**src/rtl/bfp_pkg.sv**
```systemverilog
// Shared types and default sizing for the BFP group sequencer and converter.
package bfp_pkg;

  typedef enum logic [1:0] {
    FILL = 2'd0,
    CONV = 2'd1,
    OUT  = 2'd2
  } state_t;

  localparam int unsigned DEF_GRPSIZE    = 16;
  localparam int unsigned DEF_FPEXPSIZE  = 8;
  localparam int unsigned DEF_FPMANSIZE  = 23;
  localparam int unsigned DEF_BFPEXPSIZE = 8;
  localparam int unsigned DEF_BFPMANSIZE = 3;

  // Largest exponent stored in the buffer; keeps max+1 from wrapping to zero.
  localparam int unsigned EXP_MAX = 2 ** DEF_FPEXPSIZE - 2;

endpackage

```
**src/rtl/bfp_converter.sv**
```systemverilog
// Combinational FP-to-BFP group converter: shared exponent is max+1, each
// element's hidden-one significand is right-shifted by its distance from max.
module bfp_converter
  import bfp_pkg::*;
#(
  parameter int unsigned GRPSIZE    = DEF_GRPSIZE,
  parameter int unsigned FPEXPSIZE  = DEF_FPEXPSIZE,
  parameter int unsigned FPMANSIZE  = DEF_FPMANSIZE,
  parameter int unsigned BFPEXPSIZE = DEF_BFPEXPSIZE,
  parameter int unsigned BFPMANSIZE = DEF_BFPMANSIZE
) (
  input  logic [GRPSIZE-1:0][FPEXPSIZE-1:0]  exps,
  input  logic [GRPSIZE-1:0][FPMANSIZE:0]    mans,
  output logic [BFPEXPSIZE-1:0]              bfp_exp,
  output logic [GRPSIZE-1:0][BFPMANSIZE:0]   bfps
);

  logic [FPEXPSIZE-1:0] max_exp;
  logic [FPEXPSIZE-1:0] exp_inc;
  logic                 unused_man_bits;

  always_comb begin
    max_exp = '0;
    for (int k = 0; k < GRPSIZE; k++) begin
      if (exps[k] > max_exp) max_exp = exps[k];
    end
  end

  assign exp_inc = max_exp + FPEXPSIZE'(1);
  assign bfp_exp = BFPEXPSIZE'(exp_inc);

  for (genvar k = 0; k < GRPSIZE; k++) begin : g_elem
    logic [FPEXPSIZE-1:0]  shift;
    logic [BFPMANSIZE-1:0] sig;
    logic [BFPMANSIZE-1:0] mag;

    assign shift = max_exp - exps[k];
    // Significand 1.m sits one place below the shared exponent when at max.
    assign sig   = {1'b1, mans[k][FPMANSIZE-1 -: BFPMANSIZE-1]};
    assign mag   = sig >> shift;
    // Exponent zero (zero/denormal and padding) maps to an all-zero word.
    assign bfps[k] = (exps[k] == '0) ? '0 : {mans[k][FPMANSIZE], mag};
  end

  assign unused_man_bits = ^mans;

endmodule

```
**src/rtl/bfp_group_sequencer.sv**
```systemverilog
// Streaming front-end: buffers FP32 elements into a group, converts it to BFP
// and hands the registered group downstream over a valid/ready handshake.
module bfp_group_sequencer
  import bfp_pkg::*;
#(
  parameter int unsigned GRPSIZE    = DEF_GRPSIZE,
  parameter int unsigned FPEXPSIZE  = DEF_FPEXPSIZE,
  parameter int unsigned FPMANSIZE  = DEF_FPMANSIZE,
  parameter int unsigned BFPEXPSIZE = DEF_BFPEXPSIZE,
  parameter int unsigned BFPMANSIZE = DEF_BFPMANSIZE
) (
  input  logic                               i_clk,
  input  logic                               i_rst_n,
  input  logic                               i_valid,
  output logic                               o_ready,
  input  logic [FPEXPSIZE-1:0]               i_exp,
  input  logic [FPMANSIZE:0]                 i_man,
  input  logic                               i_last,
  output logic                               o_valid,
  input  logic                               i_ready,
  output logic [BFPEXPSIZE-1:0]              o_bfp_exp,
  output logic [GRPSIZE-1:0][BFPMANSIZE:0]   o_bfps,
  output logic [$clog2(GRPSIZE):0]           o_count,
  output logic                               o_sat
);

  localparam int unsigned CW = $clog2(GRPSIZE);
  localparam logic [FPEXPSIZE-1:0] EXP_CLAMP = {{(FPEXPSIZE-1){1'b1}}, 1'b0};

  state_t state_q, state_d;
  logic [CW:0] cnt_q;
  logic        sat_q;

  logic [GRPSIZE-1:0][FPEXPSIZE-1:0] exp_buf;
  logic [GRPSIZE-1:0][FPMANSIZE:0]   man_buf;
  logic [GRPSIZE-1:0][FPEXPSIZE-1:0] conv_exps;
  logic [GRPSIZE-1:0][FPMANSIZE:0]   conv_mans;
  logic [BFPEXPSIZE-1:0]             conv_exp;
  logic [GRPSIZE-1:0][BFPMANSIZE:0]  conv_bfps;

  logic                 accept;
  logic                 closing;
  logic                 in_sat;
  logic                 out_done;
  logic [FPEXPSIZE-1:0] wr_exp;

  assign o_ready  = (state_q == FILL);
  assign o_valid  = (state_q == OUT);
  assign accept   = i_valid && o_ready;
  assign in_sat   = (i_exp == '1);
  assign wr_exp   = in_sat ? EXP_CLAMP : i_exp;
  assign closing  = accept && (i_last || (cnt_q == (CW + 1)'(GRPSIZE - 1)));
  assign out_done = o_valid && i_ready;

  // Stale slots are never cleared; the count mask below hides them.
  always_ff @(posedge i_clk) begin
    if (accept) begin
      exp_buf[cnt_q[CW-1:0]] <= wr_exp;
      man_buf[cnt_q[CW-1:0]] <= i_man;
    end
  end

  for (genvar k = 0; k < GRPSIZE; k++) begin : g_mask
    localparam logic [CW:0] Idx = (CW + 1)'(k);
    assign conv_exps[k] = (Idx < cnt_q) ? exp_buf[k] : '0;
    assign conv_mans[k] = (Idx < cnt_q) ? man_buf[k] : '0;
  end

  bfp_converter #(
    .GRPSIZE    (GRPSIZE),
    .FPEXPSIZE  (FPEXPSIZE),
    .FPMANSIZE  (FPMANSIZE),
    .BFPEXPSIZE (BFPEXPSIZE),
    .BFPMANSIZE (BFPMANSIZE)
  ) u_conv (
    .exps    (conv_exps),
    .mans    (conv_mans),
    .bfp_exp (conv_exp),
    .bfps    (conv_bfps)
  );

  always_comb begin
    state_d = state_q;
    unique case (state_q)
      FILL:    if (closing) state_d = CONV;
      CONV:    state_d = OUT;
      OUT:     if (i_ready) state_d = FILL;
      default: state_d = FILL;
    endcase
  end

  always_ff @(posedge i_clk or negedge i_rst_n) begin
    if (!i_rst_n) begin
      state_q   <= FILL;
      cnt_q     <= '0;
      sat_q     <= 1'b0;
      o_bfp_exp <= '0;
      o_bfps    <= '0;
      o_count   <= '0;
      o_sat     <= 1'b0;
    end else begin
      state_q <= state_d;
      if (accept) begin
        cnt_q <= cnt_q + (CW + 1)'(1);
      end else if (out_done) begin
        cnt_q <= '0;
      end
      if (accept && in_sat) begin
        sat_q <= 1'b1;
      end else if (out_done) begin
        sat_q <= 1'b0;
      end
      if (state_q == CONV) begin
        o_bfp_exp <= conv_exp;
        o_bfps    <= conv_bfps;
        o_count   <= cnt_q;
        o_sat     <= sat_q;
      end
    end
  end

endmodule

```
**config.mk**
```make
export PLATFORM = sky130hd
export DESIGN_NAME = bfp_group_sequencer
export DESIGN_NICKNAME = d
export VERILOG_FILES = /design/src/rtl/bfp_pkg.sv /design/src/rtl/bfp_converter.sv /design/src/rtl/bfp_group_sequencer.sv
export SDC_FILE = /design/constraint.sdc
export NUM_CORES = 1
export LEC_CHECK = 0
export ABC_AREA = 1
export CORE_ASPECT_RATIO = 1.75
export CORE_UTILIZATION = 43
export CTS_CLUSTER_SIZE = 16
export DETAILED_ROUTE_END_ITERATION = 7
export GPL_ROUTABILITY_DRIVEN = 0
export PLACE_DENSITY = 0.67
export SYNTH_ARGS = -nofsm -noshare
export SYNTH_HDL_FRONTEND = slang
export SYNTH_HIERARCHICAL = 1
export SYNTH_SLANG_ARGS = --single-unit
```
**constraint.sdc**
```tcl
create_clock -name i_clk -period 65.7 [get_ports i_clk]
set_clock_uncertainty 0.1 [all_clocks]
set_input_delay 19.71 -clock i_clk [delete_from_list [all_inputs] [get_ports i_clk]]
set_output_delay 19.71 -clock i_clk [all_outputs]
set_load 0.1 [all_outputs]
```
==> metrics.txt, run 1 <==
Mapped Area 21400 µm²; crit-path max cell delay 0.92 ns; GRT Total Usage 0.235; RSZ-0062 raised after global routing no; Syn-to-layout area delta 11.0%; # clock sinks 262; highest metal used met4; syn_nets 3149; FILL cells 4684; Port Buf Inserts 95; initial antenna violation count 1; vias post-DR 18900; Post-Syn Instances 2881; Core ar. 48900 µm²; worst-skew pair later-pin latency 0.56 ns; clk root buf clkbuf_16; CTS Buf Count 27; cell row count 107; drt wl/cell 16.5 µm; Routed Antenna Nets 0; R2R setup slack 39.53 ns; chip height 297 µm; Tcrit/Tclk final 0.398; Most common cell on crit path nand2_1; Mapped Avg Cell Area 7.44 µm²; H-tree depth 1; CTS Hold Buffers Added 0; post-CTS resize count 0; Slew headroom 0.122; setup violators final 0; met1 WL 21900 µm; CTS Buffer Depth 3; CP required 66.08 ns; routed wl met2 30700 µm; CP max-delay cell dfrtp_1; Final Max Slew Viols 0; initial DRC count 1047; setup bufs post-CTS 0; Tightest Pin Transition 1.31 ns; Final Hold Vio Count 0; CTS tree yes; YS warnings 6; critical path type reg2reg; outcome finished clean; Setup crit end kind flop; ANT cells 0; fraction of layout cells with a size suffix above 1 0.0568; Post-Route WL 59700 µm; via/cell ratio 5.24; DR WL met3 2700 µm; Final TNS setup 0 ns; global-route wire length before repair 92800 µm; worst min-delay path class reg2reg; max_cap viols 0; Period minus WS final 26.17 ns; chip width 171 µm; drt first pass iters 5; Crit Path Max Fanout 21; clock slew at reported path FFs 0.06 ns; number of remaining DRC errors 0; fmax 0.0382 GHz; number of global-route vias before repair 18800; fin nets 3207; DP HPWL 45000 µm; Initial Util 0.438; area of the die 50800 µm²; total congestion overflow 0; largest net degree at the start of global routing 95; startpoint type of the worst setup path flop; Top Ports 117; Worst EP arrival 26.55 ns
[cells in the final DEF, fill, tap and decap left out, drive strengths merged]
master,n
clkdlybuf4s50,94
clkinv,10
nand3b,9
clkinvlp,2
nand2,651
a21boi,1
clkbuf,31
or2,2
and2,1
edfxtp,176
xor2,30
inv,588
nand4,40
nor3,52
bufinv,3
xnor2,47
a21o,1
fa,16
nor2,335
buf,14
o21ai,217
o211ai,1
o21a,5
a211oi,9
o21bai,16
nor4,29
nand3,127
a21oi,149
dfrtp,86
and3,2
ha,215
[routing by layer]
metal | up-vias | global-route usage
li1 | 9301 | -
met1 | 8763 | 0.245
met2 | 626 | 0.435
met3 | 241 | 0.0221
met4 | 0 | 0.165
met5 | - | 0
[area by class of cell]
class	instances	area (µm²)	area share
inverters	585	2200	0.0926
multi-input cells	1955	11400	0.478
clock buffers	31	711	0.0299
clock inverters	18	204	0.00858
well taps	654	818	0.0344
flip-flops and latches	262	7440	0.313
repair buffers	108	1050	0.0440
[worst max-delay path, delay by kind of cell, from the launching register on]
family                   cells  cell delay (ns)
AND/OR/NAND/NOR             77            10.86
AO/OA/AOI/OAI               32             6.79
adder cells (fa/ha/maj)     16             5.24
buffers and inverters       12             2.11
flip-flops                   1             0.92
[path summary, 6_finish.rpt]
path | cells past startpoint | from | endpoint
max in group asynchronous | 2 | i_rst_n | o_bfps[25]
setup / recovery | 137 | cnt_q[4] | o_bfps[14]
min in group asynchronous | 1 | i_rst_n | o_bfps[56]
setup reg to reg | 137 | cnt_q[4] | o_bfps[14]
hold reg to reg | 2 | o_bfps[51] | o_bfps[51]
hold / removal | 2 | o_bfps[51] | o_bfps[51]
[registers in the layout, summed over array words and instances (netlist names)]
signal,cells
o_sat,1
sat_q,1
exp_buf,128
state_q,2
o_bfp_exp,8
man_buf,48
o_count,5
o_bfps,64
cnt_q,5
[stage by stage]
step / hold slack [ns] / utilization / instances / instance area [µm²] / worst slack [ns]
2_1_floorplan: 0.349 / - / 2881 / 21400 / 44.21
3_3_place_gp: 0.368 / 0.468 / 3564 / 22900 / 40.82
3_5_place_dp: 0.371 / 0.468 / 3564 / 22900 / 40.16
4_1_cts: 0.388 / 0.486 / 3613 / 23800 / 40.11
5_1_grt: 0.405 / 0.486 / 3613 / 23800 / 37.45
6_report: 0.382 / 0.486 / 3613 / 23800 / 39.53
Power of run 1 is left out: the tool's default activity adds up to more than one toggle a clock period on the data nets, which glitch-free logic cannot reach.
==> run 2, diff against run 1 <==
clock period = 26.6 ns   (was 65.7 ns; I/O delays follow)
==> metrics.txt, run 2 (synthesis gave the netlist of run 1 again) <==
outcome finished clean (unchanged); Most common cell on crit path nand2_1 (unchanged); number of global-route vias before repair 18700 (was 18800); Top delay family on crit path simple AND/OR/NAND/NOR gates (unchanged); # clock sinks 262 (unchanged); CTS Buffer Depth 3 (unchanged); fmax 0.0406 GHz (was 0.0382 GHz); final instance area 23900 µm² (was 23800 µm²); setup ws final 1.94 ns (was 39.53 ns); worst hold slack 0.382 ns (about the same); Core ar. 48900 µm² (unchanged); fin nets 3216 (was 3207); ANT cells 0 (unchanged); Post-Route WL 60400 µm (was 59700 µm); initial DRC count 1154 (was 1047); startpoint type of the worst setup path flop (unchanged); H-tree depth 1 (unchanged); fraction of layout cells with a size suffix above 1 0.0596 (was 0.0568); Initial Util 0.438 (unchanged); Tightest Pin Transition 1.27 ns (was 1.31 ns); CTS Buf Count 26 (was 27); Final TNS setup 0 ns (unchanged); largest net degree at the start of global routing 95 (unchanged); worst min-delay path class reg2reg (unchanged); GRT Total Usage 0.239 (was 0.235); area of the die 50800 µm² (unchanged); Largest register FFs 128 (unchanged); Port Buf Inserts 95 (unchanged); clock slew at reported path FFs 0.07 ns (was 0.06 ns); Syn-to-layout area delta 11.4% (was 11.0%); Cell Area, Placed 22900 µm² (unchanged); max_cap viols 0 (unchanged); vias post-DR 18900 (about the same); Period minus WS final 24.66 ns (was 26.17 ns); chip height 297 µm (unchanged); drt first pass iters 6 (was 5); Setup crit end kind flop (unchanged); crit path buf inv count 5 (was 12); cell row count 107 (unchanged); chip width 171 µm (unchanged); FILL cells 4696 (was 4684); area taken by flip-flops and latches 7440 µm² (about the same); crit-path max cell delay 0.53 ns (was 0.92 ns); DP HPWL 44900 µm (was 45000 µm); setup violators final 0 (unchanged); CP required 26.98 ns (was 66.08 ns); Worst EP arrival 25.04 ns (was 26.55 ns); via/cell ratio 5.21 (was 5.24); Top Ports 117 (unchanged); Final Max Slew Viols 0 (unchanged); drt wl/cell 16.7 µm (was 16.5 µm); CP max-delay cell o21ai_0 (was dfrtp_1); DP Worst Slack 0.977 ns (was 40.16 ns); Tcrit/Tclk final 0.927 (was 0.398); CTS tree yes (unchanged); CTS Hold Buffers Added 0 (unchanged); Final Hold Vio Count 0 (unchanged); worst-skew pair later-pin latency 0.57 ns (was 0.56 ns); total congestion overflow 0 (unchanged); initial antenna violation count 1 (unchanged); commonest non-fill, non-tap cells in the layout 596 x nand2_1, 560 x inv_1, 324 x nor2_1 (was 597 x nand2_1, 563 x inv_1, 324 x nor2_1); global-route wire length before repair 94300 µm (was 92800 µm); clk root buf clkbuf_16 (unchanged); multi-input logic area 11400 µm² (about the same); number of remaining DRC errors 0 (unchanged); commonest non-fill, non-tap cell in the layout nand2_1 (unchanged); Slew headroom 0.149 (was 0.122); critical path type reg2reg (unchanged); Crit Path Max Fanout 16 (was 21); Routed Antenna Nets 0 (unchanged)
## run 2: changes by cell type in the layout (fill, tap and decap cells not counted), moves of 2 or more
cell / before / now
buf_4: 14 / 21
clkbuf_1: 2 / 5
clkinv_1: 1 / 7
clkinv_2: 4 / 1
clkinvlp_4: 2 / 4
inv_1: 563 / 560
inv_6: 4 / 1
nand2_2: 45 / 42
nand2_4: 8 / 12
o21ai_0: 200 / 196
o21ai_1: 12 / 15
## run 2: per-layer routing
metal	vias up	wire length, µm	global-route usage
met2	618	30700	0.434
li1	9311	-	-
met5	-	0	0
met3	240	2850	0.0259
met4	0	4510	0.170
met1	8712	22300	0.252
## run 2: path summary, 6_finish.rpt
path,from,end,slack (ns),cells after the start
worst min register to register,o_bfps[41],o_bfps[41],0.38,2
worst max register to register,cnt_q[2],o_bfps[14],1.94,130
min in group asynchronous,i_rst_n,o_bfps[57],7.19,1
worst max-delay path,cnt_q[2],o_bfps[14],1.94,130
worst min-delay path,o_bfps[41],o_bfps[41],0.38,2
max in group asynchronous,i_rst_n,cnt_q[4],17.90,2
## run 2: cell type report
type / count / share of cell area
multi-input cells: 1955 / 0.478
flip-flops and latches: 262 / 0.312
inverters: 585 / 0.0929
repair buffers: 118 / 0.0480
well taps: 654 / 0.0343
clock buffers: 33 / 0.0297
clock inverters: 15 / 0.00582
## run 2: per-stage QoR
stage                util  std cells
floorplan               -       2881
global placement    0.468       3564
detailed placement  0.468       3564
CTS                 0.485       3612
global route        0.488       3622
finish              0.488       3622
## run 2: repair_timing
item                                    4_1_cts  5_1_grt
gates resized for setup                       0       23
buffers inserted                              0       10
endpoints found under the setup margin        0       49
## run 2: worst reg2reg max path, delay by kind of cell, from the launching register on
family	cells	cell delay [ns]
AO/OA/AOI/OAI	28	5.65
adder cells (fa/ha/maj)	16	5.52
flip-flops	1	0.51
buffers and inverters	5	0.95
AND/OR/NAND/NOR	81	11.87
Power of run 2 is left out for the same reason.
==> run 3, diff against run 2 <==
--- a/constraint.sdc
+++ b/constraint.sdc
@@ -3,3 +3,3 @@
 set_input_delay 7.98 -clock i_clk [delete_from_list [all_inputs] [get_ports i_clk]]
 set_output_delay 7.98 -clock i_clk [all_outputs]
-set_load 0.1 [all_outputs]
+set_load 0.01 [all_outputs]
==> results of run 3 <==
Final layout, timing and power as in run 2 (identical DEF).
Power of run 3 is left out for the same reason.
